===== config.mk =====
export PLATFORM = sky130hd
export DESIGN_NAME = spi_ram_master
export DESIGN_NICKNAME = d
export VERILOG_FILES = /design/src/rtl/spi_ram_pkg.sv /design/src/rtl/spi_ram_master.sv
export SDC_FILE = /design/constraint.sdc
export NUM_CORES = 1
export LEC_CHECK = 0
export ABC_CLOCK_PERIOD_IN_PS = 2200
export BUFFER_PORTS_ARGS = -buffer_cell sky130_fd_sc_hd__buf_2
export CORE_MARGIN = 2
export CORE_UTILIZATION = 35
export CTS_CLUSTER_SIZE = 30
export DETAILED_ROUTE_END_ITERATION = 16
export PLACE_DENSITY = 0.6
export SLEW_MARGIN = 20
export SYNTH_ARGS = -nofsm -noshare
export SYNTH_HDL_FRONTEND = slang
export SYNTH_SLANG_ARGS = --single-unit
export TNS_END_PERCENT = 10

===== constraint.sdc =====
create_clock -name clk -period 2.2 [get_ports clk]
set_clock_uncertainty 0.2 [all_clocks]
set_input_delay 0 -clock clk [delete_from_list [all_inputs] [get_ports clk]]
set_output_delay 0 -clock clk [all_outputs]
set_load 0.03 [all_outputs]

===== src/rtl/spi_ram_pkg.sv =====
// Shared definitions for the SPI master that drives the SPI-slave/RAM subsystem:
// opcodes, frame geometry and the master FSM state encoding.
package spi_ram_pkg;

   localparam int FRAME_BITS = 10;
   localparam int DATA_BITS  = 8;

   localparam logic [1:0] OP_WR_ADDR = 2'b00;
   localparam logic [1:0] OP_WR_DATA = 2'b01;
   localparam logic [1:0] OP_RD_ADDR = 2'b10;
   localparam logic [1:0] OP_RD_DATA = 2'b11;

   typedef enum logic [2:0] {
      ST_IDLE  = 3'd0,
      ST_SEL   = 3'd1,
      ST_SHIFT = 3'd2,
      ST_TURN  = 3'd3,
      ST_RECV  = 3'd4,
      ST_GAP   = 3'd5
   } state_t;

endpackage


===== src/rtl/spi_ram_master.sv =====
// SPI initiator: turns one parallel RAM command into one SPI frame on
// SS_n/MOSI and, for read-data frames, returns the byte sampled from MISO.
//
// Handshake: a request transfers on a rising edge where req_valid && req_ready
// are both high; req_ready is high only while IDLE, so the requester may hold
// req_valid (and change req_op/req_data) freely while a frame is in flight.
module spi_ram_master
   import spi_ram_pkg::*;
#(
   parameter int RD_LATENCY = 2,
   parameter int GAP_CYCLES = 2
) (
   input  logic       clk,
   input  logic       rst,
   input  logic       req_valid,
   output logic       req_ready,
   input  logic [1:0] req_op,
   input  logic [7:0] req_data,
   output logic       resp_valid,
   output logic [7:0] resp_data,
   output logic       busy,
   output logic       SS_n,
   output logic       MOSI,
   input  logic       MISO,
   output state_t     state
);

   localparam logic [3:0] LAST_BIT  = 4'(FRAME_BITS - 1);
   localparam logic [3:0] LAST_RX   = 4'(DATA_BITS - 1);
   localparam logic [3:0] TURN_LOAD = 4'(RD_LATENCY - 1);
   localparam logic [3:0] GAP_LOAD  = 4'(GAP_CYCLES - 1);

   state_t                   state_q;
   logic [FRAME_BITS-1:0]    frame_q;    // command bits still to send, MSB next
   logic                     rd_q;       // frame in flight is a read-data frame
   logic [3:0]               bit_cnt_q;  // bits sent in SHIFT / bits taken in RECV
   logic [3:0]               wait_cnt_q; // remaining TURN or GAP cycles minus one
   logic [DATA_BITS-2:0]     rx_q;       // first seven MISO bits of the reply
   logic                     ss_n_q;
   logic                     mosi_q;
   logic                     ready_q;
   logic                     resp_valid_q;
   logic [DATA_BITS-1:0]     resp_data_q;

   // Frame sequencer: all pin and response outputs are registered here.
   always_ff @(posedge clk) begin
      if (rst) begin
         state_q      <= ST_IDLE;
         frame_q      <= '0;
         rd_q         <= 1'b0;
         bit_cnt_q    <= '0;
         wait_cnt_q   <= '0;
         rx_q         <= '0;
         ss_n_q       <= 1'b1;
         mosi_q       <= 1'b0;
         ready_q      <= 1'b0;
         resp_valid_q <= 1'b0;
         resp_data_q  <= '0;
      end else begin
         resp_valid_q <= 1'b0;
         case (state_q)
            ST_IDLE: begin
               ready_q <= 1'b1;
               if (req_valid && ready_q) begin
                  // Read-data carries no payload; its data field goes out as zeros.
                  frame_q <= (req_op == OP_RD_DATA) ? {OP_RD_DATA, 8'h00} : {req_op, req_data};
                  rd_q    <= (req_op == OP_RD_DATA);
                  ready_q <= 1'b0;
                  ss_n_q  <= 1'b0;
                  mosi_q  <= req_op[1];
                  state_q <= ST_SEL;
               end
            end
            ST_SEL: begin
               // The select cycle repeats the first frame bit, then SHIFT sends all ten.
               mosi_q    <= frame_q[FRAME_BITS-1];
               bit_cnt_q <= '0;
               state_q   <= ST_SHIFT;
            end
            ST_SHIFT: begin
               if (bit_cnt_q == LAST_BIT) begin
                  mosi_q <= 1'b0;
                  if (rd_q) begin
                     wait_cnt_q <= TURN_LOAD;
                     state_q    <= ST_TURN;
                  end else begin
                     ss_n_q     <= 1'b1;
                     wait_cnt_q <= GAP_LOAD;
                     state_q    <= ST_GAP;
                  end
               end else begin
                  mosi_q    <= frame_q[FRAME_BITS-2];
                  frame_q   <= {frame_q[FRAME_BITS-2:0], 1'b0};
                  bit_cnt_q <= bit_cnt_q + 4'd1;
               end
            end
            ST_TURN: begin
               if (wait_cnt_q == 4'd0) begin
                  bit_cnt_q <= '0;
                  state_q   <= ST_RECV;
               end else begin
                  wait_cnt_q <= wait_cnt_q - 4'd1;
               end
            end
            ST_RECV: begin
               rx_q <= {rx_q[DATA_BITS-3:0], MISO};
               if (bit_cnt_q == LAST_RX) begin
                  resp_data_q  <= {rx_q, MISO};
                  resp_valid_q <= 1'b1;
                  ss_n_q       <= 1'b1;
                  wait_cnt_q   <= GAP_LOAD;
                  state_q      <= ST_GAP;
               end else begin
                  bit_cnt_q <= bit_cnt_q + 4'd1;
               end
            end
            ST_GAP: begin
               if (wait_cnt_q == 4'd0) begin
                  ready_q <= 1'b1;
                  state_q <= ST_IDLE;
               end else begin
                  wait_cnt_q <= wait_cnt_q - 4'd1;
               end
            end
            default: begin
               ss_n_q  <= 1'b1;
               mosi_q  <= 1'b0;
               state_q <= ST_IDLE;
            end
         endcase
      end
   end

   assign req_ready  = ready_q;
   assign resp_valid = resp_valid_q;
   assign resp_data  = resp_data_q;
   assign busy       = (state_q != ST_IDLE);
   assign SS_n       = ss_n_q;
   assign MOSI       = mosi_q;
   assign state      = state_q;

endmodule


# Yosys cells after proc, flatten, opt, wreduce, memory -nomap -nowiden
# Cells that the tools add are included.
dict set report totals {
  wordCells 85
  regBits 41
  out_inout_bits 16
  input_bits 14
}
dict set report op_classes {
  add_sub_neg 2
  muxes 31
  eq_ne 17
  n_reduce_logical 21
  n_bitwise 3
}
# op count
set ops {}
lappend ops {{$mux W10} 3}
lappend ops {{$mux W4} 6}
lappend ops {{$pmux W10 S2} 1}
lappend ops {{$mux W3} 6}
lappend ops {{$ne A2 B2 Y1 const B} 9}
lappend ops {{$pmux W3 S6} 1}
lappend ops {{$pmux W4 S4} 1}
lappend ops {{$pmux W4 S3} 1}
lappend ops {{$reduce_and A5 Y1} 2}
lappend ops {{$mux W1} 9}
lappend ops {{$pmux W1 S4} 2}
lappend ops {{$reduce_and A2 Y1} 4}
lappend ops {{$reduce_and A4 Y1} 2}
lappend ops {{$eq A3 B2 Y1 const B} 2}
lappend ops {{$eq A3 B3 Y1 const B} 2}
lappend ops {{$reduce_bool A3 Y1} 2}
lappend ops {{$reduce_or A3 Y1} 2}
lappend ops {{$add A4 B1 Y4 const B} 1}
lappend ops {{$eq A4 B3 Y1 const B} 1}
lappend ops {{$eq A4 B4 Y1 const B} 1}
lappend ops {{$logic_not A4 Y1} 1}
lappend ops {{$reduce_bool A2 Y1} 2}
lappend ops {{$reduce_bool A4 Y1} 1}
lappend ops {{$reduce_or A2 Y1} 2}
lappend ops {{other kinds (8)} 10}

# Depth between registers and ports, before layout
# Gate-level depths: netlist (run 1).
dict set report logic_depth {
  ltp_word 4
  ltp_mapped 7
  ltp_nobuf 6
}

# Worst setup path before layout (run 1)
# No wires, ideal clock.
dict set report synth_path {
  path_type {register to register}
  start {register state_q[1], in the netlist state[1]}
  end {register wait_cnt_q[2]}
  slack_ns 0.014
  stages_incl_launch_ff 7
  required_ns 1.883
  arrival_time_ns 1.868
  synth_period_minus_slack_ns 2.186
  setup_time_ns 0.117
  n_path_buf 1
  cell_sequence {dfxtp_1 -> buf_2 -> inv_1 -> ha_1 -> a221oi_2 -> o211ai_1 -> a32o_1}
}
dict set report synth_between {
  elab_chain_cells 4
  elab_cells_between_ends 11
  classes_between {7 x eq/ne; 1 x mux; 3 x reduce/logical}
}
# element line_no
set synth_lines {}
lappend synth_lines {{from (decl)} spi_ram_master.sv:33} ;# state_t state_q;
lappend synth_lines {{from (signal assigned)} spi_ram_master.sv:48} ;# state_q <= ST_IDLE;
lappend synth_lines {{from (signal assigned)} spi_ram_master.sv:71} ;# state_q <= ST_SEL;
lappend synth_lines {{from (signal assigned)} spi_ram_master.sv:78} ;# state_q <= ST_SHIFT;
lappend synth_lines {{$eq A3 B3 Y1 or $eq A3 B2 Y1 (tied branches)} spi_ram_master.sv:61} ;# case (state_q)
lappend synth_lines {{$reduce_or A2 Y1 (no line)} --}
lappend synth_lines {{$ne A2 B2 Y1 (no line) or $reduce_bool A3 Y1 (tied branches)} --}
lappend synth_lines {{$reduce_and A4 Y1 (no line)} --}
lappend synth_lines {{to (signal assigned)} spi_ram_master.sv:102} ;# wait_cnt_q <= wait_cnt_q - 4'd1;
lappend synth_lines {{to (signal assigned)} spi_ram_master.sv:122} ;# wait_cnt_q <= wait_cnt_q - 4'd1;
lappend synth_lines {{to (decl)} spi_ram_master.sv:37} ;# logic [3:0] wait_cnt_q;
# Several ways; a longest one is shown, not always the timed one.
# A chain may end at the register's enable or synchronous reset.

# Worst setup path after layout (run 1)
dict set report layout_path {
  start {register wait_cnt_q[0]}
  end {register bit_cnt_q[2]}
}
dict set report layout_between {
  elab_chain_cells 3
}
# element line_no
set layout_lines {}
lappend layout_lines {{$logic_not A4 Y1} spi_ram_master.sv:98} ;# if (wait_cnt_q == 4'd0) begin
lappend layout_lines {{$ne A2 B2 Y1 (no line)} --}
lappend layout_lines {{$reduce_and A4 Y1 (no line)} --}
lappend layout_lines {{to (signal assigned)} spi_ram_master.sv:94} ;# bit_cnt_q <= bit_cnt_q + 4'd1;
lappend layout_lines {{to (signal assigned)} spi_ram_master.sv:114} ;# bit_cnt_q <= bit_cnt_q + 4'd1;
lappend layout_lines {{to (decl)} spi_ram_master.sv:36} ;# logic [3:0] bit_cnt_q;
# No other way between the ends.

==> PnR_summary.wiki, run 1 <==
{| class="wikitable"
! Metric !! Value
|-
| Run status || finished, final reports clean
|-
| Distinct cell type count of the synthesized netlist || 56
|-
| Residual antenna-violating net count after detailed routing || 0
|-
| RePlAce Congestion || 0.857
|-
| Share of synthesized flip-flops with an asynchronous set or reset || 0%
|-
| Vias in the first global route || 1803
|-
| Share of the core filled with cells in the final layout || 45.4%
|-
| Boundary Pins || 30
|-
| Placed instance count || 346
|-
| Depth of the worst register-to-register path || 6
|-
| Number of enable-type register cells in the synthesized netlist || 0
|-
| Overall routed net length || 4960 um
|-
| Number of violations of the max-capacitance limit || 0
|-
| Sequential element share of the synthesized area || 39.3%
|-
| Drt first pass iters || 4
|-
| Fill cells || 582
|-
| Synth warn || 0
|-
| Startpoint kind of the worst setup timing path || register
|-
| Highest clock frequency the design can meet || 475 MHz
|-
| Total count of hold-check failures in the final report || 0
|-
| Y dimension of the die || 81.3 um
|-
| CP delay by family, top || simple AND/OR/NAND/NOR gates
|-
| Initial antenna violation count || 0
|-
| Final setup violation count || 0
|-
| Starting DRC count in detailed routing || 76
|-
| Area delta synth->final || 27.0%
|-
| Least-Margin Pin Slew || 496 ps
|-
| Maximum number of pins on one net before global-route repair || 29
|-
| Worst setup path class || reg2reg
|-
| Top cells by area, synth || sky130_fd_sc_hd__dfxtp_1 (39%), sky130_fd_sc_hd__nand2_1 (7.5%), sky130_fd_sc_hd__a21oi_1 (7.4%), sky130_fd_sc_hd__a211oi_1 (3.2%), sky130_fd_sc_hd__ha_1 (3.0%)
|-
| Post-route minimum period || 2110 ps
|-
| Netlist area before placement || 2090 sq um
|-
| Most instantiated library cell after synthesis || sky130_fd_sc_hd__nand2_1
|-
| Number of diodes added for antenna fixing || 0
|-
| Unrepaired setup endpoints after global routing || true
|-
| Total Die Area || 6610 sq um
|-
| Hold_ws || 255 ps
|-
| Crit path DAT || 2110 ps
|-
| Core Rows || 28
|-
| Synthesized net count || 261
|-
| Main synth FF type || sky130_fd_sc_hd__dfxtp_1
|-
| Core Footprint || 5850 sq um
|-
| Routed length per placed instance || 13.5 um
|-
| Max Root-Sink Buffers || 2
|-
| Critical R2R Capture || bit_cnt_q[2]
|-
| Clock-pin slew of the registers on the worst-case setup and hold paths || 90 ps
|-
| Post-detailed-placement half-perimeter wirelength || 3410 um
|-
| Leading cell types by count after synthesis || sky130_fd_sc_hd__nand2_1 (42), sky130_fd_sc_hd__dfxtp_1 (41), sky130_fd_sc_hd__a21oi_1 (31)
|-
| Number of buffers added for setup after CTS || 0
|-
| Power per unit of standard cell area || 746 nW/um^2
|-
| Die span in x || 81.3 um
|-
| Via total after detailed routing || 1930
|-
| Root Driver || sky130_fd_sc_hd__clkbuf_8
|-
| Peak ir drop on the vdd network || 0.530 mV
|-
| Number of H-tree branching levels || 2
|-
| Top cell type by total area after synthesis || sky130_fd_sc_hd__dfxtp_1
|-
| CP cell instances || inv_1 -> ha_1 -> nor3b_4 -> o32ai_2 -> or3_4 -> o41ai_2
|-
| Tcrit/Tclk final || 95.8%
|-
| IO buf count || 29
|-
| Layout cell share with drive strength beyond 1 || 23.6%
|-
| Drt via density || 5.26
|-
| Clock insertion delay at the later pin of the skew report || 300 ps
|-
| Overall Global Routing Usage || 16.3%
|-
| Crit path buf inv count || 1
|-
| Number of cells traversed by the worst hold path || 2
|-
| CP required || 2210 ps
|-
| Slack of the worst reg-to-reg path || 90 ps
|-
| Total Nets Final || 310
|-
| Reg2Reg Launch Point || wait_cnt_q[0]
|-
| Synth top area share || 39.3%
|-
| Static power due to leakage || 1.02 nW
|-
| Power consumption || 1.98 mW
|-
| Classification of the worst-slack hold path || reg2reg
|-
| Start point of the worst hold path || resp_data[6]
|-
| Final count of pins violating max slew || 0
|-
| Count of placed standard cells in the final layout, fillers left out || 367
|-
| Type of destination of the critical path || register
|-
| Number of design rule violations left after detail routing || 0
|-
| Clk sinks || 41
|-
| Wire length of the first global-routing pass || 8400 um
|-
| End of the worst hold path || resp_data[6]
|-
| Slowest CP cell || sky130_fd_sc_hd__or3_4
|-
| CTS tree || done
|-
| Final total negative setup slack || 0 ps
|-
| Effective utilization at floorplan || 35.7%
|-
| Total grt overflow || 0
|-
| Post-synthesis cell count || 242
|-
| Synthesized area per cell || 8.64 sq um
|-
| Peak fanout along the critical path || 5
|-
| Worst-case headroom to the max-slew limit || 66.8%
|-
| Number of synthesized register bits || 41
|-
| Biggest cell delay along the critical path || 440 ps
|-
| Number of buffers created by CTS || 5
|}
[sequential cells by signal (all words and copies together), names as in the netlist]
name,flops
resp_valid,1
MOSI,1
rd_q,1
state,3
SS_n,1
req_ready,1
resp_data,8
wait_cnt_q,4
bit_cnt_q,4
frame_q,10
rx_q,7
[power breakdown]
part	internal (mW)	total, mW	switching, mW
logic	0.176	0.415	0.239
clock network	0.457	0.745	0.288
registers	0.788	0.821	0.0326
[cell type report]
cell class	instances	area [sq um]	share of cell area, %
Sequential cell	41	822	31.0
Inverter	7	26.3	0.990
Multi-Input combinational cell	177	1170	44.2
Clock inverter	3	68.8	2.59
Clock buffer	5	68.8	2.59
Tap cell	75	93.8	3.53
Timing Repair Buffer	59	403	15.2
[worst max-delay path by stage]
stage	to	cells after the start	start	slack [ps]
floorplan	wait_cnt_q[2]	6	state[1]	10
global placement	wait_cnt_q[0]	5	bit_cnt_q[0]	80
detailed placement	bit_cnt_q[2]	6	wait_cnt_q[0]	90
CTS	bit_cnt_q[2]	6	wait_cnt_q[0]	60
global route	wait_cnt_q[0]	5	bit_cnt_q[0]	-20
finish	bit_cnt_q[2]	6	wait_cnt_q[0]	90
[per-stage QoR]
stage	cell area (sq um)	setup WS [ps]
floorplan	2090	14.3
global route	2660	-24.2
global placement	2370	78.0
CTS	2640	60.9
detailed placement	2370	89.7
finish	2660	93.2
[cells by family after synthesis]
logic type / share of synthesized area (%)
buf+inv: 5.57
xor+xnor: 1.20
fa+ha+maj: 2.99
mux: 1.44
flops: 39.3
compound gates: 26.8
simple gates: 22.8
[per-layer routing]
| metal | part of all wire (%) | GRT usage [%] | up-vias |
|---|---|---|---|
| li1 | - | - | 986 |
| met1 | 50 | 22.8 | 902 |
| met2 | 45 | 24.5 | 34 |
| met3 | 3.8 | 3.67 | 8 |
| met4 | 1.2 | 5.93 | 0 |
| met5 | 0 | 0 | - |
[worst reg2reg max path: stages (launching register included)]
cell and delay [ps]:
sky130_fd_sc_hd__dfxtp_1 340, sky130_fd_sc_hd__inv_1 60, sky130_fd_sc_hd__ha_1 220, sky130_fd_sc_hd__nor3b_4 290, sky130_fd_sc_hd__o32ai_2 160, sky130_fd_sc_hd__or3_4 440, sky130_fd_sc_hd__o41ai_2 300
[repair_timing]
action	CTS	global route
gates resized for setup	0	4
hold endpoints to repair	19	0
hold buffers	13	0
setup endpoints to repair	0	10
[placed cells by master (no fill, tap or decap), drive strengths merged, types with 3 or more instances in the layout]
master and count:
a211oi 9, a21oi 32, a22oi 7, buf 46
clkbuf 5, dfxtp 41, dlygate4sd3 13, ha 5
inv 8, mux2i 3, nand2 42, nand3 6
nor2 10, nor3 4, nor3b 5, o211ai 3
o21ai 4, o311ai 3, o32ai 3, o41ai 3
or3 5, or3b 3
Note: power is estimated with default switching activity, not from simulation.
==> inputs of run 2 (changes only) <==
Settings changed: ABC_CLOCK_PERIOD_IN_PS 2200 to 2100, HOLD_SLACK_MARGIN from default to 0.02, SLEW_MARGIN 20 to 40.
Clock period 2.2 ns to 2.1 ns, I/O delays scaled along.
==> run 2 against run 1 <==
- critical path depth stayed put
- die area stayed put
- global-route usage is 0.73 points lower
- worst hold slack better by 2.3 ps
- worst setup slack worse by 33 ps
- fmax is 3.3% higher
- clock power is 3.4% higher
- clock-buffer cell count stayed put
- power is 4.6% higher
- combinational power is 5.5% higher
- final cell count is 0.54% higher
- critical path type unchanged
- critical endpoint unchanged
- highest routed layer unchanged
==> PnR_summary.wiki, run 2 (synthesis results as in run 1) <==
{| class="wikitable"
! Metric !! Value
|-
| Biggest cell delay along the critical path || 440 ps
|-
| Most used cells in the layout excluding fill and tap cells || sky130_fd_sc_hd__nand2_1 (42), sky130_fd_sc_hd__dfxtp_1 (40), sky130_fd_sc_hd__a21oi_1 (31)
|-
| Post-detailed-placement half-perimeter wirelength || 3390 um
|-
| Number of diodes added for antenna fixing || 0
|-
| Layout cell share with drive strength beyond 1 || 24.5%
|-
| Sequential Power Share || 41.7%
|-
| Run status || finished, final reports clean
|-
| Core Rows || 28
|-
| Final setup violation count || 0
|-
| Total non-filler cell area in the finished layout || 2670 sq um
|-
| Vias in the first global route || 1717
|-
| Unrepaired setup endpoints after global routing || true
|-
| Slack of the worst reg-to-reg path || 60 ps
|-
| Residual antenna-violating net count after detailed routing || 0
|-
| Switching part of the total power || 27.8%
|-
| Power per unit of standard cell area || 776 nW/um^2
|-
| Number of violations of the max-capacitance limit || 0
|-
| Initial antenna violation count || 0
|-
| Critical R2R Capture || bit_cnt_q[2]
|-
| Comb pwr share || 21.1%
|-
| Post-route minimum period || 2040 ps
|-
| Largest register FFs || 10
|-
| Boundary Pins || 30
|-
| Die span in x || 81.3 um
|-
| Effective utilization at floorplan || 35.7%
|-
| Fill cells || 567
|-
| CP cell instances || inv_1 -> ha_1 -> nor3b_4 -> o32ai_2 -> or3_4 -> o41ai_2
|-
| Peak fanout along the critical path || 5
|-
| Total grt overflow || 0
|-
| Final count of pins violating max slew || 0
|-
| Tcrit/Tclk final || 97.1%
|-
| Classification of the worst-slack hold path || reg2reg
|-
| Max Root-Sink Buffers || 2
|-
| Routed length per placed instance || 13.3 um
|-
| Via total after detailed routing || 1920
|-
| Startpoint kind of the worst setup timing path || register
|-
| Final total negative setup slack || 0 ps
|-
| Area delta synth->final || 27.8%
|-
| Worst-case headroom to the max-slew limit || 66.1%
|-
| Static power due to leakage || 1.02 nW
|-
| Maximum number of pins on one net before global-route repair || 26
|-
| CP required || 2100 ps
|-
| Clock insertion delay at the later pin of the skew report || 290 ps
|-
| RePlAce Congestion || 0.804
|-
| Most frequent standard cell in the layout excluding fill and tap cells || sky130_fd_sc_hd__nand2_1
|-
| Sequential Area || 822 sq um
|-
| Least-Margin Pin Slew || 509 ps
|-
| Y dimension of the die || 81.3 um
|-
| Cell internal power dissipation || 1.50 mW
|-
| Minimum setup slack in the final design || 60.2 ps
|-
| Total Die Area || 6610 sq um
|-
| Overall Global Routing Usage || 15.6%
|-
| Number of buffers created by CTS || 5
|-
| Crit path buf inv count || 1
|-
| Drt first pass iters || 4
|-
| Post-placement cell area || 2380 sq um
|-
| Highest clock frequency the design can meet || 490 MHz
|-
| Number of H-tree branching levels || 2
|-
| Total Nets Final || 312
|-
| CP delay by family, top || simple AND/OR/NAND/NOR gates
|-
| Starting DRC count in detailed routing || 99
|-
| Biggest register || frame_q
|-
| Clock-pin slew of the registers on the worst-case setup and hold paths || 80 ps
|-
| CTS tree || done
|-
| Reported net switching power || 577 uW
|-
| Core Footprint || 5850 sq um
|-
| Worst setup path class || reg2reg
|-
| Number of buffers added for setup after CTS || 0
|-
| Overall routed net length || 4930 um
|-
| Power consumption || 2.07 mW
|-
| Crit path DAT || 2040 ps
|-
| Clk sinks || 41
|-
| Area of the multi-input gates || 1170 sq um
|-
| Number of design rule violations left after detail routing || 0
|-
| Reg2Reg Launch Point || wait_cnt_q[0]
|-
| Part of the total power dissipated in the clock network || 37.2%
|-
| Type of destination of the critical path || register
|-
| Number of cells traversed by the worst hold path || 2
|-
| Start point of the critical path || wait_cnt_q[0]
|-
| Root Driver || sky130_fd_sc_hd__clkbuf_8
|-
| Place WS || 41.8 ps
|-
| Stages on worst setup path || 6
|-
| Peak ir drop on the vdd network || 0.403 mV
|-
| Wire length of the first global-routing pass || 8110 um
|-
| IO buf count || 29
|-
| Total count of hold-check failures in the final report || 0
|-
| Slowest CP cell || sky130_fd_sc_hd__or3_4
|-
| Depth of the worst register-to-register path || 6
|-
| Share of the core filled with cells in the final layout || 45.7%
|-
| Critical Path Sink || bit_cnt_q[2]
|-
| Drt via density || 5.20
|}
## run 2: cell count changes in the layout (fill, tap and decap cells not counted), sizes merged
cell and change:
buf +2
## run 2: power groups by stage
stage          combinational, mW  sequential [mW]  clock (mW)
2_1_floorplan              0.279            0.898           0
5_1_grt                    0.476            0.872       0.818
3_3_place_gp               0.407            0.881           0
4_1_cts                    0.428            0.864       0.789
3_5_place_dp               0.408            0.882           0
6_report                   0.438            0.864       0.770
## run 2: through the flow
stage | cells | hold slack (ps)
floorplan | 242 | -64.0
global placement | 348 | 59.7
detailed placement | 348 | 65.4
CTS | 369 | 259
global route | 369 | 275
finish | 369 | 257
## run 2: layout make-up
cell class              count  area share, %
multi-input cells         177           43.9
flip-flops and latches     41           30.8
repair buffers             61           15.6
well taps                  75           3.51
clock buffers               5           2.58
clock inverters             3           2.58
inverters                   7          0.984
## run 2: tightest hold or removal path, cell delays in order, from the launching register on
cell and delay, ps:
sky130_fd_sc_hd__dfxtp_1 310, sky130_fd_sc_hd__nand2_1 50, sky130_fd_sc_hd__a21oi_1 50
## run 2: what timing repair did
item	in CTS	in global routing
setup endpoints to repair	0	14
hold buffers	13	0
gates resized for setup	0	3
hold endpoints to repair	16	0
## run 2: per-layer routing
layer	vias to the layer above	global-route usage (%)	part of all wire, %
met2	34	24.4	47
li1	988	-	-
met5	-	0	0
met3	2	3.33	3.1
met1	896	21.7	50
met4	0	4.07	0.30
## run 2: how the worst min path moves through the flow
stage / from / to / slack, ps
2_1_floorplan: MISO / rx_q[0] / -60
3_3_place_gp: MISO / rx_q[0] / 60
3_5_place_dp: MISO / rx_q[0] / 70
4_1_cts: rx_q[6] / rx_q[6] / 260
5_1_grt: rx_q[6] / rx_q[6] / 270
6_report: rx_q[6] / rx_q[6] / 260
==> inputs of run 3 (changes only) <==
Settings changed: PLACE_DENSITY 0.6 to 0.49, RECOVER_POWER from default to 50.
==> run 3 against run 2 <==
- sequential power is essentially flat
- sequential cell count did not move
- largest cell class unchanged
- via count increased by 0.10%
- wire length is 3.9% higher
- sequential share of layout area is 0.094 points higher
- fmax increased by 2.1%
- die area unchanged
- power shrank 5.8%
- register-to-register slack improved by 40 ps
- first-iteration DRC count down 28%
- worst setup slack better by 43 ps
==> PnR_summary.wiki, run 3 (synthesis results as in run 1) <==
{| class="wikitable"
! Metric !! Value
|-
| Critical R2R Capture || bit_cnt_q[2]
|-
| Maximum number of pins on one net before global-route repair || 26
|-
| Drt via density || 5.17
|-
| Total grt overflow || 0
|-
| Peak ir drop on the vdd network || 0.351 mV
|-
| Reg2Reg Launch Point || wait_cnt_q[0]
|-
| Initial antenna violation count || 0
|-
| CP required || 2090 ps
|-
| Core Footprint || 5850 sq um
|-
| Crit path DAT || 1990 ps
|-
| Clock-pin slew of the registers on the worst-case setup and hold paths || 80 ps
|-
| Unrepaired setup endpoints after global routing || true
|-
| Via total after detailed routing || 1922
|-
| Total Die Area || 6610 sq um
|-
| Clk sinks || 41
|-
| Drt first pass iters || 4
|-
| Number of diodes added for antenna fixing || 0
|-
| Starting DRC count in detailed routing || 71
|-
| Max Root-Sink Buffers || 2
|-
| Number of H-tree branching levels || 2
|-
| IO buf count || 29
|-
| Core Rows || 28
|-
| Area delta synth->final || 27.8%
|-
| Total count of hold-check failures in the final report || 0
|-
| Depth of the worst register-to-register path || 6
|-
| Start point of the critical path || wait_cnt_q[0]
|-
| Worst setup path class || reg2reg
|-
| Minimum setup slack in the final design || 103 ps
|-
| Total Nets Final || 315
|-
| Most frequent standard cell in the layout excluding fill and tap cells || sky130_fd_sc_hd__nand2_1
|-
| Power per unit of standard cell area || 731 nW/um^2
|-
| Post-route minimum period || 2000 ps
|-
| Most used cells in the layout excluding fill and tap cells || sky130_fd_sc_hd__nand2_1 (42), sky130_fd_sc_hd__dfxtp_1 (38), sky130_fd_sc_hd__a21oi_1 (31)
|-
| Die span in x || 81.3 um
|-
| Biggest cell delay along the critical path || 440 ps
|-
| Y dimension of the die || 81.3 um
|-
| Run status || finished, final reports clean
|-
| Layout cell share with drive strength beyond 1 || 22.2%
|-
| Static power due to leakage || 0.991 nW
|-
| Tcrit/Tclk final || 95.1%
|-
| Root Driver || sky130_fd_sc_hd__clkbuf_8
|-
| Wire length of the first global-routing pass || 8340 um
|-
| Final count of pins violating max slew || 0
|-
| Share of the core filled with cells in the final layout || 45.7%
|-
| Overall Global Routing Usage || 16.3%
|-
| Post-placement cell area || 2390 sq um
|-
| Least-Margin Pin Slew || 516 ps
|-
| Largest register FFs || 10
|-
| CP cell instances || inv_1 -> ha_1 -> nor3b_4 -> o32ai_2 -> or3_4 -> o41ai_2
|-
| Number of design rule violations left after detail routing || 0
|-
| Classification of the worst-slack hold path || reg2reg
|-
| Peak fanout along the critical path || 5
|-
| Critical Path Sink || bit_cnt_q[2]
|-
| Final setup violation count || 0
|-
| Place WS || 93.4 ps
|-
| Number of violations of the max-capacitance limit || 0
|-
| Total non-filler cell area in the finished layout || 2670 sq um
|-
| Overall routed net length || 5120 um
|-
| Biggest register || frame_q
|-
| RePlAce Congestion || 0.754
|-
| Routed length per placed instance || 13.8 um
|-
| Final total negative setup slack || 0 ps
|-
| CTS tree || done
|-
| Worst-case headroom to the max-slew limit || 65.6%
|-
| Residual antenna-violating net count after detailed routing || 0
|-
| Effective utilization at floorplan || 35.7%
|-
| Startpoint kind of the worst setup timing path || register
|-
| Vias in the first global route || 1713
|-
| Slack of the worst reg-to-reg path || 100 ps
|-
| Power consumption || 1.95 mW
|-
| Highest clock frequency the design can meet || 501 MHz
|-
| Type of destination of the critical path || register
|-
| Slowest CP cell || sky130_fd_sc_hd__or3_4
|-
| Clock insertion delay at the later pin of the skew report || 290 ps
|-
| Number of buffers created by CTS || 5
|-
| Boundary Pins || 30
|-
| Post-detailed-placement half-perimeter wirelength || 3540 um
|-
| Fill cells || 609
|}
[run 3: changes by cell type in the layout (fill, tap and decap cells not counted), sizes merged]
cell,change
clkinvlp,+1
clkbuf,+12
clkinv,+1
bufinv,-1
buf,-9
inv,-1
[run 3: worst max-delay path, delay by kind of cell (launching register included)]
family	cells	cell delay [ps]
adders and majority gates	1	170
AOI/OAI and AO/OA	2	470
and+or+nand+nor	2	660
DFF	1	340
buffers and inverters	1	60
[run 3: how the worst min path moves through the flow]
stage                            start  depth (start not counted)  slack (ps)      endpoint
after floorplan                   MISO                          2         -60       rx_q[0]
after global placement            MISO                          3          60       rx_q[0]
after detailed placement          MISO                          3          60       rx_q[0]
after CTS                 resp_data[3]                          2         260  resp_data[3]
after global routing           rx_q[6]                          2         280  resp_data[7]
final                          rx_q[6]                          2         260       rx_q[6]
[run 3: cell type report]
class / count / area, sq um / area share [%]
Clock inverter: 3 / 46.3 / 1.73
Sequential cell: 41 / 825 / 30.9
Tap cell: 75 / 93.8 / 3.51
Timing Repair Buffer: 64 / 425 / 15.9
Inverter: 7 / 26.3 / 0.984
Clock buffer: 5 / 68.8 / 2.58
Multi-Input combinational cell: 177 / 1190 / 44.4
[run 3: through the flow]
stage | cells | hold slack, ps
5_1_grt | 372 | 281
4_1_cts | 370 | 259
6_report | 372 | 257
2_1_floorplan | 242 | -64.0
3_3_place_gp | 349 | 57.8
3_5_place_dp | 349 | 62.9
[run 3: per-layer routing]
metal	part of all wire, %	track usage (%)	vias up
li1	-	-	990
met1	49	23.0	894
met2	47	25.3	34
met3	3.0	2.78	4
met4	0.84	4.58	0
met5	0	0	-
[run 3: where the power goes]
part / total, mW / switching (mW) / leakage, nW / internal [mW]
sequential: 0.864 / 0.0369 / 0.335 / 0.827
combinational: 0.445 / 0.254 / 0.602 / 0.192
clock: 0.644 / 0.288 / 0.0543 / 0.356
[run 3: what timing repair did]
item,4_1_cts,5_1_grt
resized for setup,0,7
setup buffers,0,2
setup endpoints to repair,0,16
hold buffers,13,0
hold endpoints to repair,16,0
